--- src/rtl/bitlogic_pkg.sv ---
`default_nettype none
// +----------------------------------------------------------------------+
// | bitlogic_pkg : shared op/state encodings and per-bit op helpers      |
// | Revision     : 1.0                                                   |
// +----------------------------------------------------------------------+
package bitlogic_pkg;

  typedef enum logic [1:0] {
    OP_AND  = 2'd0,
    OP_OR   = 2'd1,
    OP_XOR  = 2'd2,
    OP_ANDN = 2'd3
  } op_e;

  typedef enum logic [1:0] {
    IDLE = 2'd0,
    ACC  = 2'd1,
    FULL = 2'd2
  } state_e;

  function automatic logic beat_op(input op_e op, input logic a, input logic b);
    case (op)
      OP_AND:  beat_op = a & b;
      OP_OR:   beat_op = a | b;
      OP_XOR:  beat_op = a ^ b;
      default: beat_op = a & ~b;
    endcase
  endfunction

  // ANDN folds with AND so a packet reports bits clear in every b
  function automatic logic fold_op(input op_e op, input logic x, input logic y);
    case (op)
      OP_OR:   fold_op = x | y;
      OP_XOR:  fold_op = x ^ y;
      default: fold_op = x & y;
    endcase
  endfunction

endpackage
`default_nettype wire

--- src/rtl/bitlogic_core.sv ---
`default_nettype none
// +----------------------------------------------------------------------+
// | bitlogic_core : combinational beat value and accumulator fold        |
// | Revision      : 1.0                                                  |
// +----------------------------------------------------------------------+
module bitlogic_core
  import bitlogic_pkg::*;
#(
  parameter int WIDTH = 8
) (
  input  op_e              op,
  input  logic [WIDTH-1:0] a,
  input  logic [WIDTH-1:0] b,
  input  logic [WIDTH-1:0] acc,
  output logic [WIDTH-1:0] beat,
  output logic [WIDTH-1:0] fold
);

  for (genvar i = 0; i < WIDTH; i++) begin : g_bit
    assign beat[i] = beat_op(op, a[i], b[i]);
    assign fold[i] = fold_op(op, acc[i], beat[i]);
  end

endmodule
`default_nettype wire

--- src/rtl/bitlogic_stream.sv ---
`default_nettype none
// +----------------------------------------------------------------------+
// | bitlogic_stream : handshaked bitwise op, per beat or folded/packet   |
// | Revision        : 1.0                                                |
// +----------------------------------------------------------------------+
module bitlogic_stream
  import bitlogic_pkg::*;
#(
  parameter int WIDTH = 8,
  parameter int CNT_W = 4
) (
  input  logic             clk,
  input  logic             rst_n,
  input  logic             in_valid,
  output logic             in_ready,
  input  logic [WIDTH-1:0] in_a,
  input  logic [WIDTH-1:0] in_b,
  input  logic [1:0]       in_op,
  input  logic             in_acc,
  input  logic             in_last,
  output logic             out_valid,
  input  logic             out_ready,
  output logic [WIDTH-1:0] out_c,
  output logic [CNT_W-1:0] out_count
);

  localparam logic [CNT_W-1:0] c_count_max = '1;
  localparam logic [CNT_W-1:0] c_count_one = CNT_W'(1);

  state_e           r_state;
  op_e              r_op;
  logic [WIDTH-1:0] r_acc;
  logic [CNT_W-1:0] r_count;
  logic             r_ready_en;

  op_e              w_op;
  logic [WIDTH-1:0] w_beat;
  logic [WIDTH-1:0] w_fold;
  logic [CNT_W-1:0] w_count_inc;
  logic             w_accept;

  // Inside an open packet the latched op wins over whatever is on in_op
  assign w_op        = (r_state == ACC) ? r_op : op_e'(in_op);
  assign w_count_inc = (r_count == c_count_max) ? r_count : r_count + 1'b1;
  assign in_ready    = r_ready_en && (!out_valid || out_ready);
  assign w_accept    = in_valid && in_ready;

  bitlogic_core #(
    .WIDTH (WIDTH)
  ) u_core (
    .op   (w_op),
    .a    (in_a),
    .b    (in_b),
    .acc  (r_acc),
    .beat (w_beat),
    .fold (w_fold)
  );

  always_ff @(posedge clk or negedge rst_n) begin
    if (!rst_n) begin
      r_state    <= IDLE;
      r_op       <= OP_AND;
      r_acc      <= '0;
      r_count    <= '0;
      r_ready_en <= 1'b0;
      out_valid  <= 1'b0;
      out_c      <= '0;
      out_count  <= '0;
    end else begin
      r_ready_en <= 1'b1;
      case (r_state)
        ACC: begin
          if (w_accept) begin
            if (in_last) begin
              out_c     <= w_fold;
              out_count <= w_count_inc;
              out_valid <= 1'b1;
              r_state   <= FULL;
            end else begin
              r_acc   <= w_fold;
              r_count <= w_count_inc;
            end
          end
        end
        default: begin
          // FULL drains first; a same-cycle beat then starts as from IDLE
          if (out_valid && out_ready) begin
            out_valid <= 1'b0;
            r_state   <= IDLE;
          end
          if (w_accept) begin
            r_op <= op_e'(in_op);
            if (!in_acc || in_last) begin
              out_c     <= w_beat;
              out_count <= c_count_one;
              out_valid <= 1'b1;
              r_state   <= FULL;
            end else begin
              r_acc   <= w_beat;
              r_count <= c_count_one;
              r_state <= ACC;
            end
          end
        end
      endcase
    end
  end

endmodule
`default_nettype wire

--- config.mk ---
export PLATFORM = sky130hd
export DESIGN_NAME = bitlogic_stream
export DESIGN_NICKNAME = d
export VERILOG_FILES = /design/src/rtl/bitlogic_pkg.sv /design/src/rtl/bitlogic_core.sv /design/src/rtl/bitlogic_stream.sv
export SDC_FILE = /design/constraint.sdc
export NUM_CORES = 1
export LEC_CHECK = 0
export CAP_MARGIN = 10
export CELL_PAD_IN_SITES_DETAIL_PLACEMENT = 1
export CELL_PAD_IN_SITES_GLOBAL_PLACEMENT = 1
export CORE_UTILIZATION = 38
export CTS_CLUSTER_SIZE = 30
export DETAILED_ROUTE_END_ITERATION = 10
export GPL_TIMING_DRIVEN = 0
export PLACE_DENSITY = 0.84
export SYNTH_ARGS = -nofsm -noshare
export SYNTH_HDL_FRONTEND = slang
export SYNTH_SLANG_ARGS = --single-unit
--- constraint.sdc ---
create_clock -name clk -period 2.82 [get_ports clk]
set_input_delay 0.423 -clock clk [delete_from_list [all_inputs] [get_ports clk]]
set_output_delay 0.423 -clock clk [all_outputs]
set_load 0.1 [all_outputs]
== Word-level counts from Yosys, hierarchy flattened ==
Index checks and enable logic that the tools add are counted.

* Muxes and demuxes: 50
* Equality and inequality tests: 8
* Reductions and logical operators: 15
* Add/sub/neg operators: 1
* Bitwise operators: 65

{| class="wikitable"
|+ Operators with widths
! operator !! count
|-
| 8-bit two-way mux || 10
|-
| 4-bit two-way mux || 11
|-
| 1-bit bitwise AND || 24
|-
| 1-bit case mux with 3 select lines || 8
|-
| 1-bit OR || 16
|-
| 1-bit case mux with 2 select lines || 8
|-
| 1-bit bitwise XOR || 16
|-
| 2-bit two-way mux || 7
|-
| 1-bit NOT || 9
|-
| 3-bit AND reduction || 3
|-
| 2-bit != test, second input constant || 4
|-
| 1-bit two-way mux || 6
|-
| 4-bit by 1-bit adder with 4-bit output, second input constant || 1
|-
| 2-bit by 1-bit == test with 1-bit output, second input constant || 2
|-
| 4-bit == test, second input constant || 1
|-
| 2-bit AND reduction || 2
|-
| 2-bit nonzero test || 2
|-
| 1-bit logical AND || 3
|-
| 2-bit == test, second input constant || 1
|-
| 1-bit zero test || 2
|-
| 2-bit zero test || 1
|-
| 1-bit logical OR || 2
|}

* Logic and storage cells: 147
* Register bits: 30
* Output and inout port bits: 14

== Longest topological paths before layout ==
Gate-level depths: netlist (run 1).

* Word-level depth: 9
* Depth in mapped cells: 15
* Depth with buffers taken out: 12

== Cells and area by module ==
A second synthesis (run 1) with hierarchy kept.

* Cells, all modules: 285
* Area total of the unflattened synthesis: 2,641.3 um^2

{| class="wikitable"
|+ Modules (own cells, without submodules)
! module !! instances !! cells each !! seq. area each (um^2) !! area each (um^2)
|-
| bitlogic_stream || 1 || 143 || 750.7 || 1,602.8
|-
| bitlogic_core || 1 || 142 || 0.0 || 1,038.5
|}

== Worst setup path before layout (run 1) ==
OpenSTA, ideal clock, no wires.

* Path kind: register to register
* From: register r_state[0]
* To: register out_c[7]
* Slack: -83 ps
* Period minus slack after synthesis: 2,903 ps
* Buffers on the path: 4
* Arrival: 2,777 ps
* Stages on the path, launching flop included: 15
* Required time: 2,695 ps
* Cells stage by stage: dfrtp_1 -> buf_6 -> and2b_4 -> mux2i_1 -> ha_1 -> clkbuf_1 -> buf_2 -> buf_2 -> a21oi_1 -> a21oi_1 -> inv_1 -> ha_1 -> a22oi_1 -> a221oi_2 -> mux2_2

* Word-level cells in the longest chain between the ends: 9
* Elaborated cells between the ends (all ways): 18

{| class="wikitable"
|+ Ends and longest elaborated chain
! item !! RTL line !! RTL
|-
| start, declared || bitlogic_stream.sv:30 || <nowiki>state_e r_state;</nowiki>
|-
| start signal, assigned || bitlogic_stream.sv:61 || <nowiki>r_state <= IDLE;</nowiki>
|-
| start signal, assigned || bitlogic_stream.sv:78 || <nowiki>r_state <= FULL;</nowiki>
|-
| start signal, assigned || bitlogic_stream.sv:89 || <nowiki>r_state <= IDLE;</nowiki>
|-
| 2-bit by 1-bit == test with 1-bit output (*) || bitlogic_stream.sv:43, bitlogic_stream.sv:71 ||
|-
| 2-bit two-way mux || bitlogic_stream.sv:43 || <nowiki>assign w_op = (r_state == ACC) ? r_op : op_e'(in_op);</nowiki>
|-
| 2-bit == test, or another cell as far along || bitlogic_pkg.sv:22, bitlogic_pkg.sv:32 ||
|-
| 1-bit case mux with 3 select lines || bitlogic_pkg.sv:22 || <nowiki>case (op)</nowiki>
|-
| 1-bit bitwise AND, or another cell as far along || bitlogic_pkg.sv:35 || <nowiki>default: fold_op = x & y;</nowiki>
|-
| 1-bit case mux with 2 select lines || bitlogic_pkg.sv:32 || <nowiki>case (op)</nowiki>
|-
| 8-bit two-way mux || bitlogic_stream.sv:74 || <nowiki>if (in_last) begin</nowiki>
|-
| 8-bit two-way mux || bitlogic_stream.sv:73 || <nowiki>if (w_accept) begin</nowiki>
|-
| 8-bit two-way mux || bitlogic_stream.sv:71 || <nowiki>case (r_state)</nowiki>
|-
| end signal, assigned || bitlogic_stream.sv:75 || <nowiki>out_c <= w_fold;</nowiki>
|-
| end signal, assigned || bitlogic_stream.sv:94 || <nowiki>out_c <= w_beat;</nowiki>
|-
| end, declared || bitlogic_stream.sv:23 || <nowiki>output logic [WIDTH-1:0] out_c,</nowiki>
|}

Mark *: on every way between the ends. The rest lies on a longest branch, timed or not. The select of a mux whose other input is x is not followed.
A chain may end at the register's enable or synchronous reset.

== Final worst setup path (run 1) ==
* From: register r_state[1]
* To: register out_c[6]

Same word-level chain as after synthesis.

==> results list, run 1 <==
- Final worst clock skew: 0.0164 ns
- Arrival time of the worst setup path: ~3.2 ns
* Ratio of total power to cell area: 1070 nW/um2
* Max clock buf depth: 2
* Detailed Routing Iterations Pass 1: 4
- Area growth from synthesis to final layout: 51.5%
- Number of warnings printed during yosys synthesis: 0
- In this run the remaining antenna-violating nets after routing total 0.
- Dividing the final minimum period by the clock period gives 1.09.
* CP required: roughly 3.0 ns
* Proportion of layout cells with a drive suffix above 1: 0.439
- Clock tree synthesis found a total of 30 sinks.
- In this run the core area contains 29 standard-cell rows.
- Unrepaired setup endpoints after global routing: true
- The biggest area contributor in the post-synthesis netlist is sky130_fd_sc_hd__dfrtp_1.
- Most instantiated flip-flop cell in the synthesis netlist: sky130_fd_sc_hd__dfrtp_1
* Post-synth net total: 306
* Nature of the critical path startpoint: register
- In this run the standard cell core region covers 6350 um2.
- The slowest stage of the critical path belongs to the cell sky130_fd_sc_hd__dfrtp_1.
- Cells taking the most area after synthesis: sky130_fd_sc_hd__dfrtp_1, sky130_fd_sc_hd__ha_1, sky130_fd_sc_hd__mux2_2, sky130_fd_sc_hd__inv_1, sky130_fd_sc_hd__a221oi_2
- Buffers inserted during clock tree synthesis total 5.
- In this run the worst hold path is classified as in -> async.
- Summing all placed instances gives a cell area of 3010 um2.
* Post-CTS Hold Fix Bufs: 0
- In this run the cell area of the synthesized design comes to 2500 um2.
- At the end of routability-driven placement, the weighted congestion stood at 0.809.
- The number of antenna violations at the first check in global routing was 0.
- Status: complete, but fails checks
* Total inserted antenna cells: 0
- The max-slew violation total from the final report came to 0.
- Failing checks: negative setup slack
* Worst Path Class, Setup: reg -> reg
- FF-to-FF setup slack: -0.24 ns
* Final setup violation count: 16
- The final layout contains routed wiring with a total length of 9070 um.
* Final routed DRC violation total: 0
- Setup slack after layout: -0.243 ns
- The floorplan step defined a die boundary enclosing 6910 um2.
- In this run the static leakage power is 1.72 nW.
- Ranking of synthesized cells by instance count: sky130_fd_sc_hd__inv_1, sky130_fd_sc_hd__dfrtp_1, sky130_fd_sc_hd__ha_1
- For this run, the register share of the synthesized area comes to 0.300.
- Buffers placed on the I/O ports in this run total 37.
* Number of global-route vias before repair: 2455
- In this run, the number of DRC markers left after iteration 0 of detailed routing was 139.
- Counting flops with an async set or reset pin after synthesis yields a share of 1.00.
- The final count of hold timing violations was 0.
* Worst slew pin tran: 0.977 ns
* Largest fanout on the critical path: 6
* Final cell area excluding filler cells: about 3800 um2
- Entering global routing, the biggest net connects 31 pins.
* Top-count cell post-synth: sky130_fd_sc_hd__inv_1
- Height of the die: 83.1 um
- In this run the mean area of a mapped cell was 9.84 um2.
- For the finished layout, the period the worst path requires is 3.06 ns.
* Root buf cell: sky130_fd_sc_hd__clkbuf_8
* Boundary pin count: 38
* Global-route wire length before repair: 13400 um
* Vias after detailed routing: 2240
- DIE WIDTH: 83.1 um
- Using the TritonRoute via totals, the vias-per-cell ratio works out to 5.56.
- In the final routed layout, each cell accounts on average for around 23 um.
* Clock transition at the register clock pins on the worst setup and hold paths after CTS: roughly 0.080 ns
- Flop and latch count out of synthesis: 30
- Timing-limited maximum frequency: 326 MHz
- Clock tree from TritonCTS: yes
* Initial standard-cell utilization of the core: 0.394
- Worst-path cell chain: and2b_4 > mux2i_4 > buf_6 > ha_4 > buf_12 > buf_12 > a21oi_4 > a21oi_4 > ha_2 > and3b_2 > a311oi_2 > a221oi_2 > mux2_4
- The worst pin sits at a relative slew slack of 0.346.
* Largest incremental delay on the critical path: 0.39 ns
- Top-area cell type share of the netlist area: 0.300
* Minimum setup slack after placement: -0.633 ns
- Total global-route track usage: 0.252
* Fill cell instance count of the final layout: 659
- Fin nets: 377
- The tool flagged a number of max-cap violations equal to 0.
- GRT overflow: 0
* Nature of the critical path endpoint: register
- Htree depth: 2
* Mapped Cells: approximately 250
- The worst-case IR drop observed on VDD is ~0.96 mV.
* Count of flip-flops with a built-in enable after synthesis: 0
- DPL Wire Length: approximately 4700 um
- Counting distinct cell types in the post-synthesis netlist gives 40.
- The later pin in the worst-skew pair is clocked with a latency of 0.29 ns.
==> final timing paths <==
kind,start,end,cells after the start
hold reg to reg,out_count[0]$_DFFE_PN0P_,out_count[0]$_DFFE_PN0P_,1
hold / removal,rst_n,r_state[1]$_DFFE_PN0P_,1
setup reg to reg,r_state[1]$_DFFE_PN0P_,out_c[6]$_DFFE_PN0P_,13
setup / recovery,r_state[1]$_DFFE_PN0P_,out_c[6]$_DFFE_PN0P_,13
min in group clk,out_count[0]$_DFFE_PN0P_,out_count[0]$_DFFE_PN0P_,1
max in group asynchronous,rst_n,r_count[1]$_DFFE_PN0P_,1
==> cells by family (layout without fill, tap and decap cells) <==
family | after synthesis | count (layout) | synth area share
simple gates | 29 | 29 | 0.0826
compound gates | 65 | 65 | 0.209
mux | 25 | 25 | 0.111
other cells | 1 | 1 | 0.00150
fa+ha+maj | 28 | 28 | 0.140
buf+inv | 67 | 139 | 0.124
xor+xnor | 9 | 9 | 0.0315
flops | 30 | 30 | 0.300
==> report_power, final <==
group / leakage (nW) / internal (mW) / switching [mW]
registers: 0.371 / 0.594 / 0.146
logic: 1.29 / 1.20 / 1.67
clock network: 0.0514 / 0.264 / 0.189
==> layout by cell type (no fill, tap or decap), drive strengths merged, types with 2 or more instances in the layout <==
master | netlist | routed
nand2 | 3 | 3
a22oi | 16 | 16
and3b | 8 | 8
nand3 | 3 | 3
xnor2 | 9 | 9
a221oi | 8 | 8
a21oi | 18 | 18
nor2 | 4 | 4
a311oi | 8 | 8
clkbuf | 3 | 7
o21ai | 3 | 3
and2 | 5 | 5
nand2b | 2 | 2
dfrtp | 30 | 30
a31oi | 3 | 3
inv | 51 | 51
mux2 | 21 | 21
clkdlybuf4s50 | 0 | 35
ha | 28 | 28
buf | 13 | 43
a21o | 2 | 2
mux2i | 4 | 4
==> what timing repair did <==
action	CTS	global route
resized for setup	62	25
setup endpoints to repair	17	16
buffers inserted	11	17
pin swaps	15	19
gates cloned	2	0
==> metrics by stage <==
stage	instances	setup TNS [ns]	hold WS [ns]	power, mW	util
floorplan	254	-0.145	0.127	2.26	-
global placement	368	-6.78	0.477	2.68	0.474
detailed placement	368	-7.94	0.476	2.76	0.473
CTS	388	-0.860	0.204	3.70	0.559
global route	403	-3.61	0.218	4.24	0.596
finish	403	-2.75	0.170	4.07	0.596
==> critical path, delay by kind of cell (launching register included) <==
family / cells / cell delay (ns)
compound gates: 4 / 0.60
simple gates: 2 / 0.53
mux: 2 / 0.57
fa+ha+maj: 2 / 0.40
flops: 1 / 0.39
buf+inv: 3 / 0.43
==> registers in the layout, indices dropped and copies added (netlist names) <==
register	flops
out_c	8
r_acc	8
out_count	4
r_count	4
r_op	2
r_state	2
out_valid	1
r_ready_en	1
==> routing by layer <==
metal  vias to the layer above  track usage  part of all wire
met5                         -            0                 0
met3                        22       0.0328             0.042
met1                      1113        0.307              0.41
li1                       1035            -                 -
met4                         0       0.0987             0.032
met2                        70        0.449              0.51
==> final cells by class <==
cell class / count / area, um2 / area share
inverter: 51 / 191 / 0.0505
clock inverter: 2 / 37.5 / 0.00991
clock buffer: 6 / 72.6 / 0.0192
tap: 77 / 96.3 / 0.0254
sequential: 30 / 751 / 0.198
multi-input combinational: 157 / 1820 / 0.481
buffer: 13 / 185 / 0.0489
timing repair buffer: 67 / 633 / 0.167
No activity file was read; power rests on OpenSTA's default activity.
==> run 2, diff against run 1 <==
--- a/config.mk
+++ b/config.mk
@@ -15,4 +15,5 @@
 export PLACE_DENSITY = 0.84
 export SYNTH_ARGS = -nofsm -noshare
 export SYNTH_HDL_FRONTEND = slang
+export SYNTH_HIERARCHICAL = 1
 export SYNTH_SLANG_ARGS = --single-unit
==> run 2 against run 1 <==
First-iteration DRC count fell by 26%. Largest cell class unchanged. Cell count rose by 10%. Highest routed layer unchanged. Power rose by 7.7%. The run still ends with negative setup slack left. Critical path type is now in -> reg.
==> results list, run 2 <==
- The required time of the critical path was 3.04 ns (was 2.99 ns).
* Synthesized area: 2640 um2 (was 2500 um2)
* Final max-slew violation count: 0 (unchanged)
- The HPWL after detailed placement is 5170 um (was 4670 um).
- Slowest CP cell: sky130_fd_sc_hd__clkdlybuf4s50_1 (was sky130_fd_sc_hd__dfrtp_1)
- Root buf cell: sky130_fd_sc_hd__clkbuf_8 (unchanged)
* Boundary pin count: 38 (unchanged)
* Max clock buf depth: 2 (unchanged)
- Failing checks: negative setup slack (unchanged)
* Fin crit period: 3.06 ns (about the same)
* Arrival time of the worst setup path: 3.27 ns (was 3.23 ns)
- Post-CTS Hold Fix Bufs: 0 (unchanged)
- Top-count cell post-synth: sky130_fd_sc_hd__inv_1 (unchanged)
- Terminating pin of the worst hold path: out_count[3]$_DFFE_PN0P_
* Proportion of layout cells with a drive suffix above 1: 0.419 (was 0.439)
- Number of warnings printed during yosys synthesis: 6 (was 0)
* Routing usage on met2: 0.410 (was 0.449)
* Most common cell after layout, fill and taps aside: sky130_fd_sc_hd__inv_1 (unchanged)
- Highest-count cells in the layout ignoring fill and taps: sky130_fd_sc_hd__inv_1, sky130_fd_sc_hd__clkdlybuf4s50_1, sky130_fd_sc_hd__buf_4 (was sky130_fd_sc_hd__inv_1, sky130_fd_sc_hd__clkdlybuf4s50_1, sky130_fd_sc_hd__dfrtp_1)
- DRT antenna net count: 0 (unchanged)
* Worst Path Class, Setup: in -> reg (was reg -> reg)
- Number of antenna violations at the first check in global routing: 0 (unchanged)
* Largest fanout on the critical path: 10 (was 6)
- Global-route wire length before repair: 12300 um (was 13400 um)
- The minimum setup slack among reg-to-reg paths is -0.22 ns (was -0.24 ns).
* Fraction of registers with async set/reset: 1.00 (unchanged)
* Number of buffers created by CTS: 5 (unchanged)
- The final count of hold timing violations came to 0 (unchanged).
- Total global-route track usage: 0.217 (was 0.252)
- The mean instance size in the synthesized netlist is 9.27 um2 (was 9.84 um2).
- The met1 track utilization from global routing is 0.253 (was 0.307).
- The count of standard-cell rows is 30 (was 29).
- Total inserted antenna cells: 0 (unchanged)
* Yosys top cell by area: sky130_fd_sc_hd__dfrtp_1 (unchanged)
- The setup TNS came to -1.50 ns (was -2.75 ns).
- The TritonCTS sink count is 30 (unchanged).
* Worst-Skew Late Latency: 0.30 ns (was 0.29 ns)
- The count of buffers from port buffering came to 37 (unchanged).
* Worst-path cell chain: clkdlybuf4s50_1 > nand2_2 > nand2_2 > inv_2 > ha_4 > clkbuf_4 > mux2i_1 > ha_1 > nor2_1 > a21oi_1 > and3b_1 > a31oi_1 > o2bb2ai_1 (was and2b_4 > mux2i_4 > buf_6 > ha_4 > buf_12 > buf_12 > a21oi_4 > a21oi_4 > ha_2 > and3b_2 > a311oi_2 > a221oi_2 > mux2_4)
* Ratio of total power to cell area: 1060 nW/um2 (was 1070 nW/um2)
- The max-cap violation count came to 0 (unchanged).
* Largest registers: out_c x8, r_acc x8 (unchanged)
- The startpoint type of the worst setup path is a primary input (was register).
- Routability-driven placement congestion ratio: 0.841 (was 0.809)
* Post-synth net total: 337 (was 306)
- The leakage power is 1.82 nW (was 1.72 nW).
* Cell repeated most along the worst path: sky130_fd_sc_hd__nand2_2
- The register clock-pin slew on the reported worst setup and hold paths was 0.07 ns (was 0.08 ns).
- Flop and latch count out of synthesis: 30 (unchanged)
- The maximum vdd drop is 0.542 mV (was 0.965 mV).
- Die footprint: 7290 um2 (was 6910 um2)
* Worst slew pin tran: 0.981 ns (was 0.977 ns)
* Top-area cell type share of the netlist area: 0.284 (was 0.300)
- The count of cell types in the netlist is 43 (was 40).
- Most instantiated flip-flop cell in the synthesis netlist: sky130_fd_sc_hd__dfrtp_1 (unchanged)
- In this run the most critical hold path is launched from out_count[3]$_DFFE_PN0P_.
- The beginning of the worst register-to-register path is r_state[1]$_DFFE_PN0P_ (unchanged).
* Initial standard-cell utilization of the core: 0.391 (was 0.394)
- Status: complete, but fails checks (unchanged)
- Global-route track usage on met3: 0.0302 (was 0.0328)
- Height of the die: 85.4 um (was 83.1 um)
* Largest incremental delay on the critical path: 0.52 ns (was 0.39 ns)
- The end of the worst register-to-register path is r_acc[1]$_DFFE_PN0P_ (was out_c[6]$_DFFE_PN0P_).
- The count of endpoints failing setup in the final report is 14 (was 16).
* DIE WIDTH: 85.4 um (was 83.1 um)
- Ranking of synthesized cells by instance count: sky130_fd_sc_hd__inv_1, sky130_fd_sc_hd__dfrtp_1, sky130_fd_sc_hd__ha_1 (unchanged)
- Vias after detailed routing: 2572 (was 2240)
* Logic depth of the worst register-to-register path: 13 (unchanged)
- Clock tree from TritonCTS: yes (unchanged)
- Detailed Routing Iterations Pass 1: 4 (unchanged)
- Routed length per instance: 24.2 um (was 22.5 um)
* Setup slack after layout: -0.237 ns (was -0.243 ns)
* Fill cell instance count of the final layout: 700 (was 659)
- The violation count after the first detailed-routing iteration was 103 (was 139).
* Final routed DRC violation total: 0 (unchanged)
* Path type of the worst min-delay path: reg -> reg (was in -> async)
- The number of enable flip-flop cells after synthesis is 0 (unchanged).
- Routed via count divided by cell count: 5.78 (was 5.56)
- Nature of the critical path endpoint: register (unchanged)
- Cells taking the most area after synthesis: sky130_fd_sc_hd__dfrtp_1, sky130_fd_sc_hd__ha_1, sky130_fd_sc_hd__a22oi_1, sky130_fd_sc_hd__inv_1, sky130_fd_sc_hd__o2bb2ai_1 (was sky130_fd_sc_hd__dfrtp_1, sky130_fd_sc_hd__ha_1, sky130_fd_sc_hd__mux2_2, sky130_fd_sc_hd__inv_1, sky130_fd_sc_hd__a221oi_2)
* Maximum number of pins on one net before global-route repair: 19 (was 31)
- The most crowded layer after global routing is met2 (unchanged).
- Fin nets: 416 (was 377)
- The total grt overflow is 0 (unchanged).
- Along the worst hold path, the cell count comes to 1.
* Core area: 6760 um2 (was 6350 um2)
- Area growth from synthesis to final layout: 56.5% (was 51.5%)
- Final wirelength: 10800 um (was 9070 um)
* Timing-limited maximum frequency: 327 MHz (was 326 MHz)
- The gate count of the mapped netlist came to 285 (was 254).
* Share of the clock period used by the worst path after layout: 1.08 (was 1.09)
* Htree depth: 2 (unchanged)
- The clock tree skew after final layout is 0.0131 ns (was 0.0164 ns).
* Sequential-to-total area share from yosys stat: 0.284 (was 0.300)
- Minimum setup slack after placement: -0.409 ns (was -0.633 ns)
- Number of global-route vias before repair: 2470 (was 2455)
- The worst slew margin relative to its limit was 0.344 (was 0.346).
run 2: cell count changes in the layout (fill, tap and decap cells not counted), sizes merged, moves of 5 or more:
cell | before | now
clkbuf | 7 | 13
nor3 | 0 | 5
mux2i | 4 | 9
a21oi | 18 | 9
a221oi | 8 | 1
mux2 | 21 | 12
buf | 43 | 50
a31oi | 3 | 9
a22oi | 16 | 24
inv | 51 | 46
o2bb2ai | 0 | 18
nand2 | 3 | 17
nor2 | 4 | 9
a311oi | 8 | 0
run 2: critical path: cells and delay by family:
| family | cells | cell delay, ns |
|---|---|---|
| compound gates | 3 | 0.39 |
| fa+ha+maj | 2 | 0.62 |
| buf+inv | 3 | 0.90 |
| mux | 1 | 0.48 |
| simple gates | 4 | 0.45 |
run 2: power breakdown:
part / switching [mW] / total, mW / leakage (nW) / internal (mW)
Combinational: 1.79 / 3.24 / 1.38 / 1.45
Sequential: 0.150 / 0.725 / 0.381 / 0.576
Clock: 0.177 / 0.423 / 0.0575 / 0.246
Total: 2.12 / 4.38 / 1.82 / 2.27
run 2: cells by family (layout without fill, tap and decap cells):
group	count (synthesis)	after routing	share of synthesized area
fa+ha+maj	28	28	0.133
other cells	1	1	0.00142
xor+xnor	9	9	0.0298
simple gates	59	59	0.133
flops	30	30	0.284
buf+inv	66	146	0.124
mux	21	21	0.0853
compound gates	71	71	0.210
run 2: stage by stage:
step / hold slack [ns] / power (mW) / util / cells / instance area (um2)
3_3_place_gp: 0.476 / 2.56 / 0.461 / 402 / 3110
2_1_floorplan: 0.127 / 2.18 / - / 285 / 2640
5_1_grt: 0.514 / 4.56 / 0.612 / 445 / 4130
3_5_place_dp: 0.477 / 2.65 / 0.465 / 403 / 3140
6_report: 0.500 / 4.38 / 0.612 / 445 / 4130
4_1_cts: 0.504 / 3.42 / 0.520 / 427 / 3510
run 2: worst max-delay path by stage:
stage | startpoint | endpoint | slack [ns]
after floorplan | r_state[1]$_DFFE_PN0P_ | out_c[0]$_DFFE_PN0P_ | 0.06
after global placement | in_op[0] | out_c[5]$_DFFE_PN0P_ | -0.30
after detailed placement | r_state[1]$_DFFE_PN0P_ | out_c[5]$_DFFE_PN0P_ | -0.41
after CTS | r_state[1]$_DFFE_PN0P_ | r_acc[1]$_DFFE_PN0P_ | -0.03
after global routing | r_state[1]$_DFFE_PN0P_ | r_acc[1]$_DFFE_PN0P_ | -0.25
final | in_op[1] | r_acc[1]$_DFFE_PN0P_ | -0.24
run 2: area by class of cell:
type	instances	area (um2)	area share
tap	80	100	0.0242
sequential	30	752	0.182
timing repair buffer	75	723	0.175
buffer	17	176	0.0427
clock buffer	8	110	0.0266
inverter	46	175	0.0424
multi-input combinational	189	2100	0.507
run 2: metal layers:
layer	part of all wire	vias up
met5	0	-
met4	0.041	0
met3	0.046	34
met2	0.51	93
met1	0.40	1285
li1	-	1160
run 2: what timing repair did:
item	4_1_cts	5_1_grt
setup endpoints to repair	17	16
gates resized for setup	27	90
gates cloned	1	1
setup buffers	15	20
pin swaps	12	50
